==> src/rtl/usb_proxy_pkg.sv <==
// Shared definitions for the USB token front end: PID values, CRC5 residual,
// token decoder state encoding and frame-number width.
package usb_proxy_pkg;

   localparam int unsigned FRAME_W       = 11;
   localparam logic [7:0]  PID_SOF       = 8'hA5;
   localparam logic [4:0]  CRC5_RESIDUAL = 5'b01100;

   typedef enum logic [2:0] {
      IDLE,
      PID,
      B1,
      B2,
      TAIL,
      DISCARD
   } tok_state_e;

   function automatic logic [FRAME_W-1:0] frame_next(input logic [FRAME_W-1:0] f);
      return f + {{(FRAME_W-1){1'b0}}, 1'b1};
   endfunction

endpackage

==> src/rtl/sof_token_decoder_if.sv <==
// UTMI/ULPI receive-side byte stream as seen by the token decoders.
interface sof_token_decoder_if;

   logic       rx_active;
   logic       rx_valid;
   logic [7:0] rx_data;
   logic       rx_error;

   modport master (output rx_active, output rx_valid, output rx_data, output rx_error);
   modport slave  (input  rx_active, input  rx_valid, input  rx_data, input  rx_error);

endinterface

==> src/rtl/usb_crc5.sv <==
// Combinational USB token CRC5 residual check over 11 data bits then 5 CRC bits,
// all taken LSB-first in wire order.
module usb_crc5
   import usb_proxy_pkg::*;
(
   input  logic [FRAME_W-1:0] data,
   input  logic [4:0]         crc,
   output logic               ok
);

   localparam int unsigned TOK_W = FRAME_W + 5;

   logic [TOK_W-1:0] bits;
   logic [4:0]       lfsr;
   logic             fb;

   always_comb begin
      bits = {crc, data};
      lfsr = 5'h1F;
      fb   = 1'b0;
      for (int unsigned i = 0; i < TOK_W; i++) begin
         fb   = bits[i] ^ lfsr[4];
         lfsr = {lfsr[3:0], 1'b0} ^ ({5{fb}} & 5'b00101);
      end
      ok = (lfsr == CRC5_RESIDUAL);
   end

endmodule

==> src/rtl/sof_token_decoder.sv <==
// SOF token decoder: parses the receive byte stream, validates SOF tokens and
// reports frame number, CRC and sequence errors. Optional macro SOF_INTERVAL_MON_EN
// adds an SOF period monitor driving interval_err.
module sof_token_decoder
   import usb_proxy_pkg::*;
#(
   parameter int unsigned ERR_CNT_W       = 16
`ifdef SOF_INTERVAL_MON_EN
  ,parameter int unsigned INTERVAL_MIN    = 59940,
   parameter int unsigned INTERVAL_MAX    = 60060,
   parameter int unsigned INTERVAL_MIN_HS = 7492,
   parameter int unsigned INTERVAL_MAX_HS = 7508
`endif
)(
   input  logic                 clk,
   input  logic                 rst_n,
   sof_token_decoder_if.slave   rx,
   input  logic                 hs_mode,
   input  logic                 clear_counters,
   output logic                 sof_detected,
   output logic [FRAME_W-1:0]   sof_frame_num,
   output logic                 sof_seen,
   output logic [ERR_CNT_W-1:0] crc_err_count,
   output logic                 seq_err,
   output logic [ERR_CNT_W-1:0] seq_err_count,
   output logic                 interval_err
);

   tok_state_e         state;
   logic [FRAME_W-1:0] frame_q;
   logic [4:0]         crc_q;
   logic               bad_q;
   logic               long_q;
   logic               active_q;
   logic               crc_ok;
   logic               rise;
   logic               sof_ok_ev;
   logic               crc_err_ev;
   logic               seq_bad;

   usb_crc5 u_crc5 (
      .data (frame_q),
      .crc  (crc_q),
      .ok   (crc_ok)
   );

   // End-of-packet verdicts are decided while rx_active is low and the FSM is still busy.
   always_comb begin
      rise       = rx.rx_active & ~active_q;
      sof_ok_ev  = 1'b0;
      crc_err_ev = 1'b0;
      if (!rx.rx_active) begin
         case (state)
            B1, B2:  crc_err_ev = 1'b1;
            TAIL: begin
               if (bad_q || long_q || !crc_ok) crc_err_ev = 1'b1;
               else                            sof_ok_ev  = 1'b1;
            end
            default: ;
         endcase
      end
      seq_bad = sof_seen && (frame_q != frame_next(sof_frame_num))
                && !(hs_mode && (frame_q == sof_frame_num));
   end

   always_ff @(posedge clk or negedge rst_n) begin
      if (!rst_n) begin
         state         <= IDLE;
         frame_q       <= '0;
         crc_q         <= '0;
         bad_q         <= 1'b0;
         long_q        <= 1'b0;
         active_q      <= 1'b0;
         sof_detected  <= 1'b0;
         sof_frame_num <= '0;
         sof_seen      <= 1'b0;
         crc_err_count <= '0;
         seq_err       <= 1'b0;
         seq_err_count <= '0;
      end else begin
         active_q     <= rx.rx_active;
         sof_detected <= sof_ok_ev;
         seq_err      <= sof_ok_ev && seq_bad;
         if (sof_ok_ev) sof_frame_num <= frame_q;

         if (clear_counters) begin
            crc_err_count <= '0;
            seq_err_count <= '0;
            sof_seen      <= 1'b0;
         end else begin
            if (sof_ok_ev) sof_seen <= 1'b1;
            if (crc_err_ev && (crc_err_count != '1))
               crc_err_count <= crc_err_count + ERR_CNT_W'(1);
            if (sof_ok_ev && seq_bad && (seq_err_count != '1))
               seq_err_count <= seq_err_count + ERR_CNT_W'(1);
         end

         if (rise && (state != IDLE)) begin
            state  <= PID;
            bad_q  <= 1'b0;
            long_q <= 1'b0;
         end else begin
            case (state)
               IDLE: begin
                  if (rx.rx_active) begin
                     state  <= PID;
                     bad_q  <= 1'b0;
                     long_q <= 1'b0;
                  end
               end
               PID: begin
                  if (!rx.rx_active)    state <= IDLE;
                  else if (rx.rx_error) state <= DISCARD;
                  else if (rx.rx_valid) state <= (rx.rx_data == PID_SOF) ? B1 : DISCARD;
               end
               B1: begin
                  if (!rx.rx_active) state <= IDLE;
                  else begin
                     if (rx.rx_error) bad_q <= 1'b1;
                     if (rx.rx_valid) begin
                        frame_q[7:0] <= rx.rx_data;
                        state        <= B2;
                     end
                  end
               end
               B2: begin
                  if (!rx.rx_active) state <= IDLE;
                  else begin
                     if (rx.rx_error) bad_q <= 1'b1;
                     if (rx.rx_valid) begin
                        frame_q[10:8] <= rx.rx_data[2:0];
                        crc_q         <= rx.rx_data[7:3];
                        state         <= TAIL;
                     end
                  end
               end
               TAIL: begin
                  if (!rx.rx_active) state <= IDLE;
                  else begin
                     if (rx.rx_error) bad_q  <= 1'b1;
                     if (rx.rx_valid) long_q <= 1'b1;
                  end
               end
               DISCARD: begin
                  if (!rx.rx_active) state <= IDLE;
               end
               default: state <= IDLE;
            endcase
         end
      end
   end

`ifdef SOF_INTERVAL_MON_EN
   logic [31:0] gap_cnt;
   logic        mon_armed;
   logic        gap_bad;

   always_comb begin
      if (hs_mode) gap_bad = (gap_cnt < INTERVAL_MIN_HS) || (gap_cnt > INTERVAL_MAX_HS);
      else         gap_bad = (gap_cnt < INTERVAL_MIN)    || (gap_cnt > INTERVAL_MAX);
   end

   // Restart at 1 so the value seen at the next SOF equals the edge-to-edge distance.
   always_ff @(posedge clk or negedge rst_n) begin
      if (!rst_n) begin
         gap_cnt      <= '0;
         mon_armed    <= 1'b0;
         interval_err <= 1'b0;
      end else begin
         interval_err <= sof_ok_ev && mon_armed && gap_bad;
         if (sof_ok_ev)           gap_cnt <= 32'd1;
         else if (gap_cnt != '1)  gap_cnt <= gap_cnt + 32'd1;
         if (clear_counters)      mon_armed <= 1'b0;
         else if (sof_ok_ev)      mon_armed <= 1'b1;
      end
   end
`else
   assign interval_err = 1'b0;
`endif

endmodule

==> src/flat_wrapper.sv <==
// flat-port wrapper written by rule: the top's interface ports become plain ports
module sof_token_decoder_flat import usb_proxy_pkg::*;
#(
   parameter int unsigned ERR_CNT_W       = 16

)
  (clk, rst_n, hs_mode, clear_counters, sof_detected, sof_frame_num, sof_seen, crc_err_count, seq_err, seq_err_count, interval_err, rx_rx_active, rx_rx_valid, rx_rx_data, rx_rx_error);
  sof_token_decoder_if rx_i ();
  input  logic clk;
  input  logic rst_n;
  input  logic hs_mode;
  input  logic clear_counters;
  output logic sof_detected;
  output logic [FRAME_W-1:0] sof_frame_num;
  output logic sof_seen;
  output logic [ERR_CNT_W-1:0] crc_err_count;
  output logic seq_err;
  output logic [ERR_CNT_W-1:0] seq_err_count;
  output logic interval_err;
  input wire logic [$bits(rx_i.rx_active)-1:0] rx_rx_active;
  input wire logic [$bits(rx_i.rx_valid)-1:0] rx_rx_valid;
  input wire logic [$bits(rx_i.rx_data)-1:0] rx_rx_data;
  input wire logic [$bits(rx_i.rx_error)-1:0] rx_rx_error;
  assign rx_i.rx_active = rx_rx_active;
  assign rx_i.rx_valid = rx_rx_valid;
  assign rx_i.rx_data = rx_rx_data;
  assign rx_i.rx_error = rx_rx_error;
  sof_token_decoder #(.ERR_CNT_W(ERR_CNT_W)) u_core (.clk(clk), .rst_n(rst_n), .rx(rx_i), .hs_mode(hs_mode), .clear_counters(clear_counters), .sof_detected(sof_detected), .sof_frame_num(sof_frame_num), .sof_seen(sof_seen), .crc_err_count(crc_err_count), .seq_err(seq_err), .seq_err_count(seq_err_count), .interval_err(interval_err));
endmodule
==> config.mk <==
export PLATFORM = sky130hd
export DESIGN_NAME = sof_token_decoder_flat
export DESIGN_NICKNAME = d
export VERILOG_FILES = /design/src/rtl/usb_proxy_pkg.sv /design/src/rtl/sof_token_decoder_if.sv /design/src/rtl/usb_crc5.sv /design/src/rtl/sof_token_decoder.sv /design/src/flat_wrapper.sv
export SDC_FILE = /design/constraint.sdc
export NUM_CORES = 1
export LEC_CHECK = 0
export BUFFER_PORTS_ARGS = -buffer_cell sky130_fd_sc_hd__buf_2
export CORE_MARGIN = 1
export CORE_UTILIZATION = 25
export DETAILED_ROUTE_END_ITERATION = 8
export PLACE_DENSITY_LB_ADDON = 0.12
export REMOVE_ABC_BUFFERS = 1
export SLEW_MARGIN = 10
export SYNTH_ARGS = -nofsm -noshare
export SYNTH_HDL_FRONTEND = slang
export SYNTH_HIERARCHICAL = 1
export SYNTH_SLANG_ARGS = --single-unit
==> constraint.sdc <==
create_clock -name clk -period 4.7 [get_ports clk]
set_input_delay 0.94 -clock clk [delete_from_list [all_inputs] [get_ports clk]]
set_output_delay 0.94 -clock clk [all_outputs]
set_load 0.005 [all_outputs]
==> impl_metrics.json <==
{
  "clockRootBuffer": "clkbuf_16",
  "std_cell_rows": 46,
  "hpwl_um": 7290,
  "drv_slew": 0,
  "ys_seq_area_share_pct": 42.1,
  "met2_wirelength_um": 4690,
  "synth_top_area_share_pct": 42.1,
  "ys_types": 66,
  "drt_iter0_drc": 182,
  "violations": "DRC",
  "final_common_cell": "dfrtp_1",
  "rrSetupSlack_ns": 0.58,
  "die_y_um": 129,
  "wl_met1_um": 4850,
  "synth_largest_area_cell": "dfrtp_1",
  "status": "complete, but fails checks",
  "dr.pass1.iters": 6,
  "io_pins": 62,
  "synth_ff_type": "dfrtp_1",
  "fill_cells": 1645,
  "gp_congestion": 0.804,
  "period_share_pct": 87.7,
  "relSlewSlack_pct": 28.8,
  "ys_warn_count": 6,
  "async_flop_share_pct": 100,
  "hold_viol": 0,
  "min_path_type": "reg -> reg",
  "via_per_inst": 4.53,
  "clock.fmax_mhz": 243,
  "fin_cells": 691,
  "diodes": 0,
  "start_kind": "register",
  "drc": 1,
  "period_needed_ns": 4.12,
  "clock_skew_ns": 0.00681,
  "die_w_um": 129,
  "cts-resized-gates": 0,
  "crit_required_ns": 4.95,
  "cp-end-kind": "register",
  "worst_pin_slew_ns": 1.07,
  "setup_viol": 0,
  "wl_met3_um": 269,
  "cts_hold_repair.buffers": 0,
  "antenna_found_initial": 0,
  "highest-signal-layer": "met4",
  "start_util_pct": 25.5,
  "grtUsageTotal_pct": 12.9,
  "grt_pass1_vias": 3152,
  "port_buffers": 60,
  "arrival_ns": 4.37,
  "nNetsFinal": 488,
  "cts-buffers-inserted": 9,
  "wire_per_inst_um": 14.4,
  "htreeDepth": 3,
  "leakagePower_nw": 2.21,
  "cts_setup_buffers": 0,
  "routed_wl_um": 9960,
  "vias": 3128,
  "synth-seq-cells": 68,
  "ir_drop_mv": 0.167,
  "grt_max_degree": 44,
  "syn_area_um2": 4040,
  "overflow": 0,
  "ys_top_cells_by_area": "dfrtp_1 42%, nand2_1 5.4%, xor2_1 5.0%",
  "core_um2": 15800,
  "grt_pass1_wl_um": 16500,
  "syn_inst": 411,
  "drive_above_1_share_pct": 26.1,
  "tritoncts": "yes",
  "rsz0062_at_grt": "no",
  "drtAntennaViolNets": 0,
  "cts.sinks": 68,
  "die_area_um2": 16700,
  "syn-mean-instance-area_um2": 9.82,
  "fin_area_um2": 4860,
  "final_cell_mix": "68 x dfrtp_1, 60 x buf_2, 58 x nand2_1",
  "finalSetupTns_ns": 0,
  "clk_path_buf_depth": 2,
  "area_growth_pct": 20.3,
  "cp_max_fo": 13,
  "path_clk_slew_ns": 0.06,
  "crit_type": "reg -> reg",
  "clk_latency_ns": 0.34,
  "dp_cells": 675,
  "cap_violations": 0,
  "place_area_um2": 4550,
  "powerDensity_nw_per_um2": 282,
  "synth_edf_count": 0
}
## per-layer routing
metal  GRT usage [%]  vias to the layer above
li1                -                     1564
met2            20.4                       41
met5               0                        -
met3            2.52                       11
met4            5.19                        0
met1            17.2                     1512
## synth_stat cells (all sizes together) (2+ instances only)
library cell / n
nor2: 45
nand4: 10
clkbuf: 10
xnor2: 19
and3: 7
nor4: 2
buf: 5
and4: 3
nor3: 14
nand2b: 3
xor2: 23
nand2: 59
xnor3: 3
a22o: 2
o31ai: 3
nand3: 17
a31oi: 4
o211ai: 2
o21ai: 10
inv: 9
nor3b: 4
a21oi: 13
mux2: 25
or3: 7
ha: 3
o22ai: 2
or4: 3
nor2b: 10
dfrtp: 68
and2: 5
## report_power, final
group,switching [mW],total [mW],leakage [nW],internal [mW]
clock,0.265,0.689,0.144,0.424
sequential,0.0166,0.610,0.943,0.593
combinational,0.0440,0.0701,1.12,0.0262
total,0.326,1.37,2.21,1.04
## flip-flops by register name, indices dropped and copies added, names as in the netlist
name / cells
u_core/active_q: 1
u_core/bad_q: 1
u_core/crc_err_count: 16
u_core/crc_q: 5
u_core/frame_q: 11
u_core/long_q: 1
u_core/seq_err: 1
u_core/seq_err_count: 16
u_core/sof_detected: 1
u_core/sof_frame_num: 11
u_core/sof_seen: 1
u_core/state: 3
## cell families (layout without fill, tap and decap cells)
family | Yosys count | count (layout) | share of synthesized area, %
DFF | 68 | 68 | 42.1
xor gates and xnor gates | 45 | 45 | 10.8
muxes | 26 | 26 | 7.78
buffers and inverters | 24 | 88 | 2.76
adders and majority gates | 3 | 3 | 0.930
AOI/OAI and AO/OA | 49 | 49 | 9.14
other | 1 | 1 | 0.0929
and+or+nand+nor | 195 | 195 | 26.3
## final timing paths
check | startpoint | end | cells after the start
max in group asynchronous | rst_n | u_core/sof_frame_num[1]$_DFFE_PN0P_ | 2
max | u_core/frame_q[3]$_DFFE_PN0P_ | u_core/seq_err_count[12]$_DFFE_PN0P_ | 12
min reg2reg | u_core/crc_q[1]$_DFFE_PN0P_ | u_core/crc_q[1]$_DFFE_PN0P_ | 1
min in group asynchronous | rst_n | u_core/seq_err_count[10]$_DFFE_PN0P_ | 1
max reg2reg | u_core/frame_q[3]$_DFFE_PN0P_ | u_core/seq_err_count[12]$_DFFE_PN0P_ | 12
min | u_core/crc_q[1]$_DFFE_PN0P_ | u_core/crc_q[1]$_DFFE_PN0P_ | 1
## metrics by stage
step           utilization [%]  setup slack (ns)  total power, mW  hold WS [ns]
6_report                  30.7             0.577             1.37         0.525
5_1_grt                   30.7             0.276             1.43         0.538
4_1_cts                   30.7             0.571             1.40         0.530
3_5_place_dp              28.8             0.588            0.692         0.517
3_3_place_gp              28.8             0.716            0.692         0.514
2_1_floorplan                -             0.958            0.652         0.495
## final cells by class
type | count | area [um2] | share of cell area, %
clock inverters | 6 | 63.8 | 1.31
inverters | 9 | 33.8 | 0.696
multi-input cells | 319 | 2220 | 45.8
flip-flops and latches | 68 | 1700 | 35.0
repair buffers | 63 | 323 | 6.65
well taps | 216 | 270 | 5.57
clock buffers | 10 | 239 | 4.92
## critical path, stage by stage, from the launching register on
cell and delay (ns):
dfrtp_1 0.53, xnor3_2 0.46, xor2_1 0.24, and3_1 0.18, o211ai_1 0.10, a22oi_1 0.18, or3b_1 0.39, nand4bb_4 0.37
inv_2 0.31, o311ai_4 0.18, or3_1 0.44, or4_1 0.48, a21oi_1 0.16
No activity file was read; power rests on OpenSTA's default activity.
